**src/rtl/riscv_pkg.sv**
```systemverilog
// riscv_pkg: definitions shared across the RV32I core pipeline.
//   XLEN / REG_ADDR_W : datapath width and register-index width
//   F3_*              : funct3 encodings of the supported loads
//   wb_state_e        : writeback-stage FSM states
package riscv_pkg;

  localparam int unsigned XLEN       = 32;
  localparam int unsigned REG_ADDR_W = 5;

  localparam logic [2:0] F3_LB  = 3'd0;
  localparam logic [2:0] F3_LH  = 3'd1;
  localparam logic [2:0] F3_LW  = 3'd2;
  localparam logic [2:0] F3_LBU = 3'd4;
  localparam logic [2:0] F3_LHU = 3'd5;

  typedef enum logic [0:0] {
    WB_IDLE      = 1'b0,
    WB_WAIT_LOAD = 1'b1
  } wb_state_e;

endpackage

```
**src/rtl/writeback_stage_load_align.sv**
```systemverilog
// load_align: combinational load-data alignment and extension.
//   rdata_i   : word-aligned data-memory read data
//   funct3_i  : load type (LB/LH/LW/LBU/LHU)
//   addr_lo_i : effective address bits [1:0]
//   data_o    : aligned, sign/zero-extended load result
//   fault_o   : misaligned access or unsupported funct3
module load_align #(
  parameter int unsigned XLEN = riscv_pkg::XLEN
) (
  input  logic [XLEN-1:0] rdata_i,
  input  logic [2:0]      funct3_i,
  input  logic [1:0]      addr_lo_i,
  output logic [XLEN-1:0] data_o,
  output logic            fault_o
);
  import riscv_pkg::*;

  logic [7:0]  byte_sel;
  logic [15:0] half_sel;

  always_comb begin
    case (addr_lo_i)
      2'd0:    byte_sel = rdata_i[7:0];
      2'd1:    byte_sel = rdata_i[15:8];
      2'd2:    byte_sel = rdata_i[23:16];
      default: byte_sel = rdata_i[31:24];
    endcase
    half_sel = addr_lo_i[1] ? rdata_i[31:16] : rdata_i[15:0];
  end

  always_comb begin
    data_o  = '0;
    fault_o = 1'b0;
    case (funct3_i)
      F3_LB:  data_o = {{(XLEN-8){byte_sel[7]}}, byte_sel};
      F3_LBU: data_o = {{(XLEN-8){1'b0}}, byte_sel};
      F3_LH: begin
        data_o  = {{(XLEN-16){half_sel[15]}}, half_sel};
        fault_o = addr_lo_i[0];
      end
      F3_LHU: begin
        data_o  = {{(XLEN-16){1'b0}}, half_sel};
        fault_o = addr_lo_i[0];
      end
      F3_LW: begin
        data_o  = rdata_i;
        fault_o = (addr_lo_i != 2'd0);
      end
      default: fault_o = 1'b1;
    endcase
  end

endmodule

```
**src/rtl/writeback_stage.sv**
```systemverilog
// writeback_stage: final RV32I pipeline stage driving the regfile write port.
//   clk, rst            : clock, asynchronous active-high reset
//   mem_valid/mem_ready : handshake from the memory stage
//   mem_rd_id, mem_result, mem_is_load, mem_funct3, mem_addr_lo : retiring instruction
//   dmem_rvalid, dmem_rdata : data-memory read response
//   rd_id, rd_data      : registered regfile write (rd_id = 0 means no write); forward tap
//   pend_valid, pend_id : outstanding load, used by decode for stall detection
//   load_fault          : one-cycle pulse when a faulting load is dropped
//   retired             : count of committed instructions (wraps)
module writeback_stage #(
  parameter int unsigned XLEN       = riscv_pkg::XLEN,
  parameter int unsigned REG_ADDR_W = riscv_pkg::REG_ADDR_W,
  parameter int unsigned CNT_W      = 32
) (
  input  logic                  clk,
  input  logic                  rst,
  input  logic                  mem_valid,
  output logic                  mem_ready,
  input  logic [REG_ADDR_W-1:0] mem_rd_id,
  input  logic [XLEN-1:0]       mem_result,
  input  logic                  mem_is_load,
  input  logic [2:0]            mem_funct3,
  input  logic [1:0]            mem_addr_lo,
  input  logic                  dmem_rvalid,
  input  logic [XLEN-1:0]       dmem_rdata,
  output logic [REG_ADDR_W-1:0] rd_id,
  output logic [XLEN-1:0]       rd_data,
  output logic                  pend_valid,
  output logic [REG_ADDR_W-1:0] pend_id,
  output logic                  load_fault,
  output logic [CNT_W-1:0]      retired
);
  import riscv_pkg::*;

  wb_state_e             state_q, state_d;
  logic [REG_ADDR_W-1:0] ld_rd_q, ld_rd_d;
  logic [2:0]            ld_f3_q, ld_f3_d;
  logic [1:0]            ld_lo_q, ld_lo_d;
  logic [REG_ADDR_W-1:0] rd_id_q, rd_id_d;
  logic [XLEN-1:0]       rd_data_q, rd_data_d;
  logic                  fault_q, fault_d;
  logic [CNT_W-1:0]      retired_q, retired_d;

  logic [XLEN-1:0]       align_data;
  logic                  align_fault;

  load_align #(.XLEN(XLEN)) u_align (
    .rdata_i   (dmem_rdata),
    .funct3_i  (ld_f3_q),
    .addr_lo_i (ld_lo_q),
    .data_o    (align_data),
    .fault_o   (align_fault)
  );

  always_comb begin
    state_d   = state_q;
    ld_rd_d   = ld_rd_q;
    ld_f3_d   = ld_f3_q;
    ld_lo_d   = ld_lo_q;
    rd_id_d   = '0;          // write port is a single-cycle pulse
    rd_data_d = rd_data_q;
    fault_d   = 1'b0;
    retired_d = retired_q;
    case (state_q)
      WB_IDLE: begin
        if (mem_valid) begin
          if (mem_is_load) begin
            ld_rd_d = mem_rd_id;
            ld_f3_d = mem_funct3;
            ld_lo_d = mem_addr_lo;
            state_d = WB_WAIT_LOAD;
          end else begin
            rd_id_d   = mem_rd_id;
            rd_data_d = mem_result;
            retired_d = retired_q + 1'b1;
          end
        end
      end
      WB_WAIT_LOAD: begin
        if (dmem_rvalid) begin
          state_d = WB_IDLE;
          if (align_fault) begin
            fault_d = 1'b1;
          end else begin
            rd_id_d   = ld_rd_q;
            rd_data_d = align_data;
            retired_d = retired_q + 1'b1;
          end
        end
      end
      default: state_d = WB_IDLE;
    endcase
  end

  always_ff @(posedge clk or posedge rst) begin
    if (rst) begin
      state_q   <= WB_IDLE;
      ld_rd_q   <= '0;
      ld_f3_q   <= '0;
      ld_lo_q   <= '0;
      rd_id_q   <= '0;
      rd_data_q <= '0;
      fault_q   <= 1'b0;
      retired_q <= '0;
    end else begin
      state_q   <= state_d;
      ld_rd_q   <= ld_rd_d;
      ld_f3_q   <= ld_f3_d;
      ld_lo_q   <= ld_lo_d;
      rd_id_q   <= rd_id_d;
      rd_data_q <= rd_data_d;
      fault_q   <= fault_d;
      retired_q <= retired_d;
    end
  end

  assign mem_ready  = (state_q == WB_IDLE);
  assign pend_valid = (state_q == WB_WAIT_LOAD);
  assign pend_id    = ld_rd_q;
  assign rd_id      = rd_id_q;
  assign rd_data    = rd_data_q;
  assign load_fault = fault_q;
  assign retired    = retired_q;

endmodule
```
**config.mk**
```make
export PLATFORM = sky130hd
export DESIGN_NAME = writeback_stage
export DESIGN_NICKNAME = d
export VERILOG_FILES = /design/src/rtl/riscv_pkg.sv /design/src/rtl/writeback_stage_load_align.sv /design/src/rtl/writeback_stage.sv
export SDC_FILE = /design/constraint.sdc
export NUM_CORES = 1
export LEC_CHECK = 0
export CELL_PAD_IN_SITES_DETAIL_PLACEMENT = 1
export CELL_PAD_IN_SITES_GLOBAL_PLACEMENT = 2
export CORE_MARGIN = 5
export CORE_UTILIZATION = 27
export DETAILED_ROUTE_END_ITERATION = 10
export HOLD_SLACK_MARGIN = 0.1
export PLACE_DENSITY_LB_ADDON = 0.1
export SETUP_SLACK_MARGIN = 0.2
export SLEW_MARGIN = 25
export SYNTH_ARGS = -nofsm -noshare
export SYNTH_HDL_FRONTEND = slang
export SYNTH_HIERARCHICAL = 1
export SYNTH_SLANG_ARGS = --single-unit
```
**constraint.sdc**
```tcl
create_clock -name clk -period 3.7 [get_ports clk]
set_clock_uncertainty 0.1 [all_clocks]
set_input_delay 0.74 -clock clk [delete_from_list [all_inputs] [get_ports clk]]
set_output_delay 0.74 -clock clk [all_outputs]
set_load 0.01 [all_outputs]
```
==> results.tsv <==
stage	metric	value	unit
synth	#FFs+latches synth	81	
synth	Mapped Nets	476	
run	max_cap viols	0	
detailed_routing	WL per Instance	18.9	um
global_route	initial antenna violation count	0	
clocking	cts repair resizes	0	
sta	Tightest Pin Transition	0.804	ns
synth	Yosys top cell area share	0.471	
synth	Main synth FF type	dfrtp_1	
die	die width	136	um
sta	Final period util	0.750	
synth	FFs w/ async S/R, synth	1.00	
synth	main combinational cell family by area after synthesis	simple AND/OR/NAND/NOR gates	
worst_setup_path	Crit path required time	3.83	ns
global_route	first-pass GRT wire length	22200	um
clocking	Num CTS Buffers	9	
clocking	Worst-path clk slew	0.06	ns
clocking	CTS max path bufs	2	
sta	final hold slack	0.398	ns
synth	area leader, netlist	dfrtp_1	
worst_setup_path	Setup crit start kind	flip-flop	
final_layout	antenna cell count	0	
power_and_ir_drop	Worst VDD drop	269	uV
worst_setup_path	RR Endpoint	retired[19]	
synth	EDFF count, synth	0	
die	top-level port count	156	
sta	Hold Vio Cnt, Final	0	
die	Initial Util	0.273	
die	area of the core	15800	um^2
synth	most frequent cell after synthesis	dfrtp_1	
hold_path	Hold Crit Depth	1	
synth	post-synthesis simple-gate area fraction	0.150	
detailed_routing	via count	3698	
clocking	Post-CTS Hold Buffers	0	
worst_setup_path	Setup CP Type	reg2reg	
die	FP Rows	46	
final_layout	fraction of layout cells with a size suffix above 1	0.125	
synth	mux contribution to synthesized area	0.130	
outcome	status	complete, no violations	
synth	Synth Area in Adders	0.00291	
global_route	gr usage total	0.157	
worst_setup_path	R2R setup slack	0.92	ns
clocking	Worst-Skew Late Latency	0.34	ns
synth	Synth Cell Area	4300	um^2
worst_setup_path	Arr. time, crit path	2.90	ns
worst_setup_path	Setup crit end kind	flip-flop	
die	die height	136	um
detailed_routing	drt via density	4.83	
synth	Synth area leaders	dfrtp_1, mux2i_1, xnor2_1	
worst_setup_path	worst reg-to-reg path cell count	6	
final_layout	Nets	625	
synth	Mapped Avg Cell Area	10.9	um^2
placement	RePlAce Congestion	0.742	
worst_setup_path	Worst R2R Start	ld_lo_q[1]	
worst_setup_path	critical-path cell list	o31a_2 > o22a_2 > nand3b_1 > a21oi_2 > nand4_1 > xnor2_1	
clocking	CTS tree	done	
synth	synthesized instance count	396	
clocking	post-CTS setup repair buffer count	0	
detailed_routing	violation count after the first detailed-route iteration	99	
synth	sequential area share after synthesis	0.471	
die	die area	18500	um^2
detailed_routing	Routed Antenna Nets	0	
clocking	depth of the CTS H-tree	3	
power_and_ir_drop	leakage	2.55	nW
sta	RSZ-0062 raised after global routing	no	
detailed_routing	drt total wl	14400	um
clocking	CTS root buf	clkbuf_16	
worst_setup_path	CP Max Fanout	16	
sta	setup TNS	0	ns
worst_setup_path	CP peak stage delay	0.64	ns
synth	Synth top cells by count	dfrtp_1, nor2_1, mux2i_1	
power_and_ir_drop	Cell Pwr Density	514	nW/um^2
detailed_routing	first-pass iteration count of the detailed router	4	
synth	Yosys cell types	44	
global_route	number of global-route vias before repair	3957	
placement	Port-buffer cells	155	
placement	dpl hpwl	10600	um
sta	Final Critical Period	2.78	ns
synth	xor and xnor area share after synthesis	0.0632	
hold_path	HP Class	reg2reg	
sta	Max Slew Vio Count	0	
final_layout	Area growth syn-to-layout	46.4	%
sta	relative slew slack	0.464	
synth	post-synthesis compound-gate area fraction	0.142	
synth	Yosys Warn Count	6	
worst_setup_path	CP max stage cell	dfrtp_1	
hold_path	hold path endpoint	retired[29]	
clocking	Sink Count	81	
sta	final setup vio count	0	
global_route	pin count of the biggest net entering global routing	35	
hold_path	worst hold start	retired[29]	
global_route	gr ovfl total	0	
sta	fmax	360	MHz
detailed_routing	Residual DRC	0	
-- worst max path at each step --
stage	endpoint	start	depth (start not counted)	slack [ns]
after global routing	retired[31]	ld_lo_q[1]	6	0.75
after floorplan	ld_f3_q[0]	rst	1	0.78
after CTS	retired[19]	ld_lo_q[1]	6	0.89
final	retired[19]	ld_lo_q[1]	6	0.92
after detailed placement	rd_data[25]	dmem_rdata[31]	6	0.85
after global placement	retired[19]	mem_valid	5	0.91
-- layout by cell type (no fill, tap or decap), drive strengths merged, types with 5 or more instances in the layout --
cell / count
mux2: 14
clkdlybuf4s50: 155
a22o: 5
clkbuf: 12
a21oi: 33
nor3b: 5
a221o: 11
nand2: 9
xnor2: 29
nor3: 5
and3: 5
dfrtp: 81
nor2b: 9
a21o: 16
nor2: 42
nand4: 19
buf: 7
mux2i: 38
nand3: 16
inv: 6
-- power by group --
| group | internal, mW | switching (mW) |
|---|---|---|
| sequential | 1.07 | 0.158 |
| combinational | 0.658 | 0.516 |
| clock | 0.457 | 0.383 |
| total | 2.18 | 1.06 |
-- final cells by class --
class,instances,area [um^2]
repair buffers,162,1600
flip-flops and latches,81,2030
inverters,6,23.8
clock buffers,12,236
well taps,216,270
multi-input cells,285,2100
fillers,1780,9470
clock inverters,4,28.8
-- through the flow --
stage	utilization	worst slack (ns)	std cells	power (mW)	instance area [um^2]
floorplan	-	0.780	396	1.84	4300
global placement	0.382	0.909	750	2.41	6030
detailed placement	0.382	0.854	750	2.44	6030
CTS	0.399	0.890	766	3.31	6300
global route	0.399	0.747	766	3.45	6300
finish	0.399	0.925	766	3.24	6300
-- worst max-delay path: cells and delay by family, from the launching register on --
kind,cells,cell delay [ns]
AOI/OAI and AO/OA,3,1.24
DFF,1,0.64
and+or+nand+nor,2,0.51
xor gates and xnor gates,1,0.17
-- kinds of logic (layout without fill, tap and decap cells) --
logic type               after synthesis  in the layout
buffers and inverters                 30            184
AND/OR/NAND/NOR                      122            122
adder cells (fa/ha/maj)                1              1
AO/OA/AOI/OAI                         78             78
flip-flops                            81             81
XOR/XNOR                              31             31
multiplexers                          53             53
-- registers in the layout, indices dropped and copies added, names as in the netlist --
signal      cells
rd_data        32
ld_f3_q         3
rd_id           5
load_fault      1
ld_lo_q         2
retired        32
pend_valid      1
pend_id         5
-- routing by layer --
metal	vias to the layer above	GRT usage	part of all wire
met5	-	0	0
met4	0	0.0538	0.015
met3	13	0.0459	0.064
met2	109	0.243	0.46
met1	1840	0.210	0.47
li1	1736	-	-
Note: power is estimated with default switching activity, not from simulation.
